File: src/rtl/serdes_pkg.sv
// rtl/serdes_pkg.sv - shared types and constants for the serial deserializer
// Purpose: FSM state encoding and default framing constants used by the
//          deserializer top and its sync detector.
// Ports:   none (package).
package serdes_pkg;

  typedef enum logic {
    HUNT   = 1'b0,
    LOCKED = 1'b1
  } des_state_t;

  localparam int         SERDES_BYTE_W       = 8;
  localparam logic [7:0] SERDES_SYNC_DEFAULT = 8'hBC;

endpackage

File: src/rtl/serdes_sync_det.sv
// rtl/serdes_sync_det.sv - combinational sync character detector
// Purpose: flags when the current 8-bit window equals the sync character.
// Ports:
//   window  in  8  most recent 8 serial bits, newest in bit 0
//   match   out 1  window equals SYNC_BYTE
module serdes_sync_det
  import serdes_pkg::*;
#(
  parameter logic [SERDES_BYTE_W-1:0] SYNC_BYTE = SERDES_SYNC_DEFAULT
) (
  input  logic [SERDES_BYTE_W-1:0] window,
  output logic                     match
);

  assign match = (window == SYNC_BYTE);

endmodule

File: src/rtl/serdes_deserializer.sv
// rtl/serdes_deserializer.sv - serial-to-byte deserializer with sync-byte alignment
// Purpose: hunts for SYNC_BYTE at any bit offset, then delivers aligned data
//          bytes and drops lock after more than MAX_GAP bytes without a sync.
// Optional: SERDES_DESERIALIZER_ERRCNT_EN adds a saturating lock-loss counter.
// Ports:
//   clk           in  1  clock, one serial bit per rising edge
//   rst           in  1  asynchronous active-low reset
//   serial_in     in  1  serial data, MSB first
//   parallel_out  out 8  last delivered data byte
//   out_valid     out 1  strobe: new byte on parallel_out
//   locked        out 1  byte alignment established
//   sync_seen     out 1  strobe: aligned sync byte received
//   lock_lost     out 1  strobe: lock dropped on gap overflow
//   err_count     out 8  (optional) saturating count of lock losses
module serdes_deserializer
  import serdes_pkg::*;
#(
  parameter logic [SERDES_BYTE_W-1:0] SYNC_BYTE = SERDES_SYNC_DEFAULT,
  parameter int                       MAX_GAP   = 16
) (
  input  logic                     clk,
  input  logic                     rst,
  input  logic                     serial_in,
  output logic [SERDES_BYTE_W-1:0] parallel_out,
  output logic                     out_valid,
  output logic                     locked,
  output logic                     sync_seen,
  output logic                     lock_lost
`ifdef SERDES_DESERIALIZER_ERRCNT_EN
  ,
  output logic [7:0]               err_count
`endif
);

  localparam int             GAP_W   = $clog2(MAX_GAP + 1);
  localparam logic [GAP_W-1:0] GAP_MAX = GAP_W'(MAX_GAP);

  des_state_t                      state;
  // Only the seven previous bits are kept: the eighth bit of the window is
  // always the live serial_in, so a stored copy of it would never be read.
  logic [SERDES_BYTE_W-2:0]        shreg;
  logic [2:0]                      bit_cnt;
  logic [GAP_W-1:0]                gap_cnt;
  logic [SERDES_BYTE_W-1:0]        window;
  logic                            match;
  logic                            at_boundary;
  logic                            lose_lock;

  assign window      = {shreg, serial_in};
  assign at_boundary = (state == LOCKED) && (bit_cnt == 3'd7);
  assign lose_lock   = at_boundary && !match && (gap_cnt >= GAP_MAX);

  serdes_sync_det #(
    .SYNC_BYTE (SYNC_BYTE)
  ) u_sync_det (
    .window (window),
    .match  (match)
  );

  always_ff @(posedge clk or negedge rst) begin
    if (!rst) begin
      state        <= HUNT;
      shreg        <= '0;
      bit_cnt      <= '0;
      gap_cnt      <= '0;
      parallel_out <= '0;
      out_valid    <= 1'b0;
      locked       <= 1'b0;
      sync_seen    <= 1'b0;
      lock_lost    <= 1'b0;
    end else begin
      shreg     <= window[SERDES_BYTE_W-2:0];
      out_valid <= 1'b0;
      sync_seen <= 1'b0;
      lock_lost <= 1'b0;
      case (state)
        HUNT: begin
          if (match) begin
            state     <= LOCKED;
            locked    <= 1'b1;
            bit_cnt   <= '0;
            gap_cnt   <= '0;
            sync_seen <= 1'b1;
          end
        end
        LOCKED: begin
          bit_cnt <= bit_cnt + 3'd1;
          if (at_boundary) begin
            if (match) begin
              sync_seen <= 1'b1;
              gap_cnt   <= '0;
            end else if (lose_lock) begin
              // Byte is discarded; its bits stay in shreg for the re-hunt.
              state     <= HUNT;
              locked    <= 1'b0;
              lock_lost <= 1'b1;
              gap_cnt   <= '0;
            end else begin
              parallel_out <= window;
              out_valid    <= 1'b1;
              gap_cnt      <= gap_cnt + GAP_W'(1);
            end
          end
        end
        default: begin
          state  <= HUNT;
          locked <= 1'b0;
        end
      endcase
    end
  end

`ifdef SERDES_DESERIALIZER_ERRCNT_EN
  always_ff @(posedge clk or negedge rst) begin
    if (!rst) begin
      err_count <= 8'h00;
    end else if (lose_lock && (err_count != 8'hFF)) begin
      err_count <= err_count + 8'h01;
    end
  end
`endif

endmodule

File: config.mk
export PLATFORM = sky130hd
export DESIGN_NAME = serdes_deserializer
export DESIGN_NICKNAME = d
export VERILOG_FILES = /design/src/rtl/serdes_pkg.sv /design/src/rtl/serdes_sync_det.sv /design/src/rtl/serdes_deserializer.sv
export SDC_FILE = /design/constraint.sdc
export NUM_CORES = 1
export LEC_CHECK = 0
export BUFFER_PORTS_ARGS = -buffer_cell sky130_fd_sc_hd__buf_2
export CAP_MARGIN = 20
export CELL_PAD_IN_SITES_DETAIL_PLACEMENT = 1
export CELL_PAD_IN_SITES_GLOBAL_PLACEMENT = 1
export CORE_MARGIN = 4
export CORE_UTILIZATION = 36
export DETAILED_ROUTE_END_ITERATION = 8
export GPL_TIMING_DRIVEN = 0
export PLACE_DENSITY = 0.6
export SYNTH_ARGS = -nofsm -noshare
export SYNTH_HDL_FRONTEND = slang
export SYNTH_SLANG_ARGS = --single-unit
File: constraint.sdc
create_clock -name clk -period 2 [get_ports clk]
set_input_delay 0.1 -clock clk [delete_from_list [all_inputs] [get_ports clk]]
set_output_delay 0.1 -clock clk [all_outputs]
set_load 0.01 [all_outputs]
Word-level counts from Yosys, hierarchy flattened
Index checks and enable logic that the tools add are counted.
{"block": "word_totals", "input_bits": 3, "output_inout_bits": 12, "regBits": 28, "word_cells": 54}
{"block": "classes", "eq_ne": 6, "bitwise_logic": 3, "mux": 26, "order_cmp": 1, "addsub": 2, "n_reduce_logical": 7}
{"op": "$mux 5", "n": 4}
{"op": "$mux 1", "n": 16}
{"op": "$pmux 5 s2", "n": 1}
{"op": "$eq 8x8->1 const B", "n": 1}
{"op": "$reduce_and 4->1", "n": 2}
{"op": "$pmux 1 s2", "n": 3}
{"op": "$pmux 3 s2", "n": 1}
{"op": "$add 5x1->5 const B", "n": 1}
{"op": "$ge 5x5->1 const B", "n": 1}
{"op": "$ne 2x1->1 const B", "n": 2}
{"op": "$ne 2x2->1 const B", "n": 2}
{"op": "$add 3x1->3 const B", "n": 1}
{"op": "$eq 3x3->1 const B", "n": 1}
{"op": "$logic_and 1x1->1", "n": 3}
{"op": "$mux 3", "n": 1}
{"op": "$not 1->1", "n": 3}
{"op": "$reduce_and 2->1", "n": 1}
{"op": "$logic_not 1->1", "n": 1}

Depth between registers and ports, before layout
{"block": "depth", "word_depth": 8, "ltp_mapped": 5, "mapped_depth_nobuf": 5}

Cells and area by module
A second synthesis with hierarchy kept.
{"block": "unflattened", "hier_cells": 70, "hier_area_um2": 1094.8}
{"mod": "serdes_deserializer", "cells_each": 67, "seq_area_each_um2": 700.7, "n_inst": 1, "area_per_inst_um2": 1069.8}
{"mod": "serdes_sync_det", "cells_each": 3, "seq_area_each_um2": 0.0, "n_inst": 1, "area_per_inst_um2": 25.0}

Worst setup path before layout
No wires, ideal clock.
{"block": "synth_timing", "path_type": "reg-to-reg", "from": "register bit_cnt[0]", "to": "register parallel_out[0]", "t_required_ps": 1875, "setup_time_ps": 125, "period_less_slack_ps": 1581, "path_stages_with_launch": 6, "t_arrival_ps": 1456, "n_path_buf": 0, "path_slack_ps": 419, "cell_sequence": "dfrtp_1 -> ha_1 -> ha_1 -> nand3b_1 -> a21oi_4 -> mux2_2"}
{"block": "synth_between", "elab_chain_cells": 6}
{"item": "start, declared", "line": "serdes_deserializer.sv:42", "source": "logic [2:0] bit_cnt;"}
{"item": "start signal, assigned", "line": "serdes_deserializer.sv:87", "source": "bit_cnt <= bit_cnt + 3'd1;"}
{"item": "$eq 3x3->1 (*)", "line": "serdes_deserializer.sv:50", "source": "assign at_boundary = (state == LOCKED) && (bit_cnt == 3'd7);"}
{"item": "$logic_and 1x1->1 (*)", "line": "serdes_deserializer.sv:50"}
{"item": "$logic_and 1x1->1 (2 in series)", "line": "serdes_deserializer.sv:51", "source": "assign lose_lock = at_boundary && !match && (gap_cnt >= GAP_MAX);"}
{"item": "$not 1->1 (no line)"}
{"item": "$reduce_and 4->1 (no line) (*)"}
{"item": "end signal, assigned", "line": "serdes_deserializer.sv:99", "source": "parallel_out <= window;"}
{"item": "end, declared", "line": "serdes_deserializer.sv:24", "source": "output logic [SERDES_BYTE_W-1:0] parallel_out,"}
Mark *: on every way between the ends. The rest lies on a longest branch, timed or not.
A chain may end at the register's enable or synchronous reset.

Worst setup path after layout
Ends and elaborated chain as after synthesis.

==> results.md <==
- First-pass GRT wire length: 4.20 mm
- I/O Pins: 15
- Fin Hold WS: 301 ps
- Die height: 64.7 um
- Cts bufs inserted: 3
- Clk sinks: 28
- Largest net degree at the start of global routing: 29
- Initial Utilization: 37.9%
- Clock skew: 9.50 ps
- Layout area overhead: 17.1%
- Port Buffers: 14
- Most common cell after layout, fill and taps aside: dfrtp_1
- Fin crit period: 1840 ps
- RePlAce Congestion: 0.751
- Critical Path Start Type: flip-flop
- Worst slew pin tran: 630 ps
- Row Count: 20
- Compound-gate portion of the synthesized area: 14.3%
- Post-Syn Area: 1160 um2
- Core area: 3050 um2
- Worst hold path type: in2async
- Register area: 701 um2
- Clk slew on worst S/H paths: 160 ps
- Post-Synth Simple-Gate Area: 11.8%
- CTS tree: yes
- Multi-input logic area: 439 um2
- Setup TNS: 0 ps
- Sequential element share of the synthesized area: 60.6%
- Distinct cells, synth: 33
- Average size of a mapped cell: 13.1 um2
- Main combinational cell family by area after synthesis: compound AO/OA/AOI/OAI gates
- Iteration-0 DRC Markers: 26
- Worst-skew pair later-pin latency: 330 ps
- Die Footprint: 4180 um2
- Crit path DAT: 2070 ps
- Crit path kind: reg2reg
- Max incr delay on CP: 400 ps
- Syn_nets: 94
- Routed Antenna Nets: 0
- CP bufs+invs: 0
- RSZ-0062 raised after global routing: false
- Slew margin rel.: 58.0%
- Crit path cell chain: ha_1 -> ha_1 -> nand3b_1 -> a21oi_4 -> mux2_2
- Leak: 0.622 nW
- Share of cells above drive strength 1: 28.7%
- Final period utilization: 92.2%
- Grt ovf: 0
- Cell area after layout: 1350 um2
- Final WL: 2.36 mm
- Max VDD drop: 0.363 mV
- Setup Viol. Count Final: 0
- Most Frequent Cell on Critical Path: ha_1
- Dpl cell area: 1280 um2
- Multiplexer share of the synthesized area: 8.66%
- # Max-Cap Violations: 0
- Max Root-Sink Buffers: 2
- # hold bufs at CTS: 2
- Pre-antenna DRT Iters: 3
- Filler cells: 330
- Worst Setup End Kind: flip-flop
- Commonest non-fill, non-tap cells in the layout: dfrtp_1 (28), buf_2 (15), mux2_2 (8), nand2_1 (7), o21ai_0 (7)
- Area share of fa/ha/maj cells after synthesis: 3.25%
- Number of setup buffers added after CTS: 0
- Drt via density: 5.14
- Seq cells post-synth: 28
- Layout net count: 115
- Synth warn: 0
- Per-cell routed wire length: 15.5 um
- Via Count: 782
- Post-DP HPWL: 1.74 mm
- Xor-xnor portion of the synthesized cell area: 0%
- Family with the most delay on the worst path: adder cells
- Antenna violations before repair: 0
- Vias in the first global route: 862
- Max-slew violations: 0
- Status: complete, no violations
- Cell Pwr Density: 1020 nW/um2
- Root Driver: clkbuf_4
- Hold Vio Cnt, Final: 0
- Max FO, Critical Path: 10
- Fmax achieved: 542 MHz
- WP data required: 2230 ps
- Final Power: 1.38 mW
- Total track usage: 13.1%
- Syn Inst Count: 88
- H-Tree Depth: 1
- Drc violations: 0
- Die Width: 64.7 um
- # diodes: 0
- CTS resizes: 0
- CP max-delay cell: dfrtp_1
## cells in the mapped netlist, drive strengths merged
| cell | n | area (um2) |
|---|---|---|
| nor2b | 1 | 6.26 |
| o221ai | 1 | 8.76 |
| a2111o | 1 | 11.3 |
| o221a | 1 | 11.3 |
| nand3b | 1 | 7.51 |
| a211oi | 1 | 7.51 |
| inv | 1 | 3.75 |
| clkbuf | 2 | 7.51 |
| ha | 3 | 37.5 |
| nand2b | 1 | 6.26 |
| nor2 | 2 | 7.51 |
| mux2i | 1 | 10.0 |
| o21ai | 7 | 35.0 |
| nand4bb | 1 | 11.3 |
| nand4b | 2 | 17.5 |
| and4b | 1 | 10.0 |
| a21o | 1 | 7.51 |
| o311ai | 1 | 8.76 |
| o31ai | 1 | 7.51 |
| a32o | 1 | 10.0 |
| buf | 1 | 5.00 |
| or2 | 1 | 6.26 |
| a211o | 2 | 17.5 |
| nand3 | 4 | 20.0 |
| nand2 | 7 | 26.3 |
| a31oi | 1 | 6.26 |
| o211a | 1 | 10.0 |
| nor3 | 1 | 5.00 |
| o211ai | 1 | 7.51 |
| a21oi | 1 | 16.3 |
| and4bb | 1 | 12.5 |
| mux2 | 8 | 90.1 |
| dfrtp | 28 | 701 |
## per-stage QoR
step	worst slack, ps	util, %	std cells
2_1_floorplan	419	-	88
3_3_place_gp	196	42.0	146
3_5_place_dp	183	42.0	146
4_1_cts	154	44.3	152
5_1_grt	51.0	44.3	152
6_report	157	44.3	152
## metal layers
layer	vias to the layer above	part of all wire, %	wire length, um	global-route usage (%)
li1	372	-	-	-
met1	395	46	1080	17.2
met2	11	49	1170	21.1
met3	4	3.3	77	2.77
met4	0	1.5	36	4.75
met5	-	0	0	0
## where the power goes
group	switching, mW	internal (mW)	total (mW)
Sequential	0.0980	0.659	0.757
Clock	0.170	0.203	0.372
Combinational	0.126	0.127	0.253
## cell type report
class	count	area share [%]
flip-flops and latches	28	51.8
multi-input cells	56	32.4
repair buffers	16	6.65
well taps	44	4.07
clock inverters	1	2.22
clock buffers	3	1.66
plain buffers	3	0.924
inverters	1	0.277
## kinds of logic (layout without fill, tap and decap cells)
group / count (synthesis) / after routing
DFF: 28 / 28
and+or+nand+nor: 23 / 23
AOI/OAI and AO/OA: 21 / 21
muxes: 9 / 9
buffers and inverters: 4 / 24
adders and majority gates: 3 / 3
## path summary, 6_finish.rpt
path	slack (ps)	start	cells past startpoint	endpoint
max	160	bit_cnt[0]	5	parallel_out[0]
min	300	rst	2	shreg[6]
max reg2reg	160	bit_cnt[0]	5	parallel_out[0]
min reg2reg	430	shreg[5]	0	shreg[6]
max in group asynchronous	1280	rst	2	parallel_out[0]
min in group clk	430	shreg[5]	0	shreg[6]
## state kept, by name, indices dropped and copies added (netlist names)
| name | count |
|---|---|
| bit_cnt | 3 |
| gap_cnt | 5 |
| lock_lost | 1 |
| locked | 1 |
| out_valid | 1 |
| parallel_out | 8 |
| shreg | 7 |
| state | 1 |
| sync_seen | 1 |
Note: power is estimated with default switching activity, not from simulation.
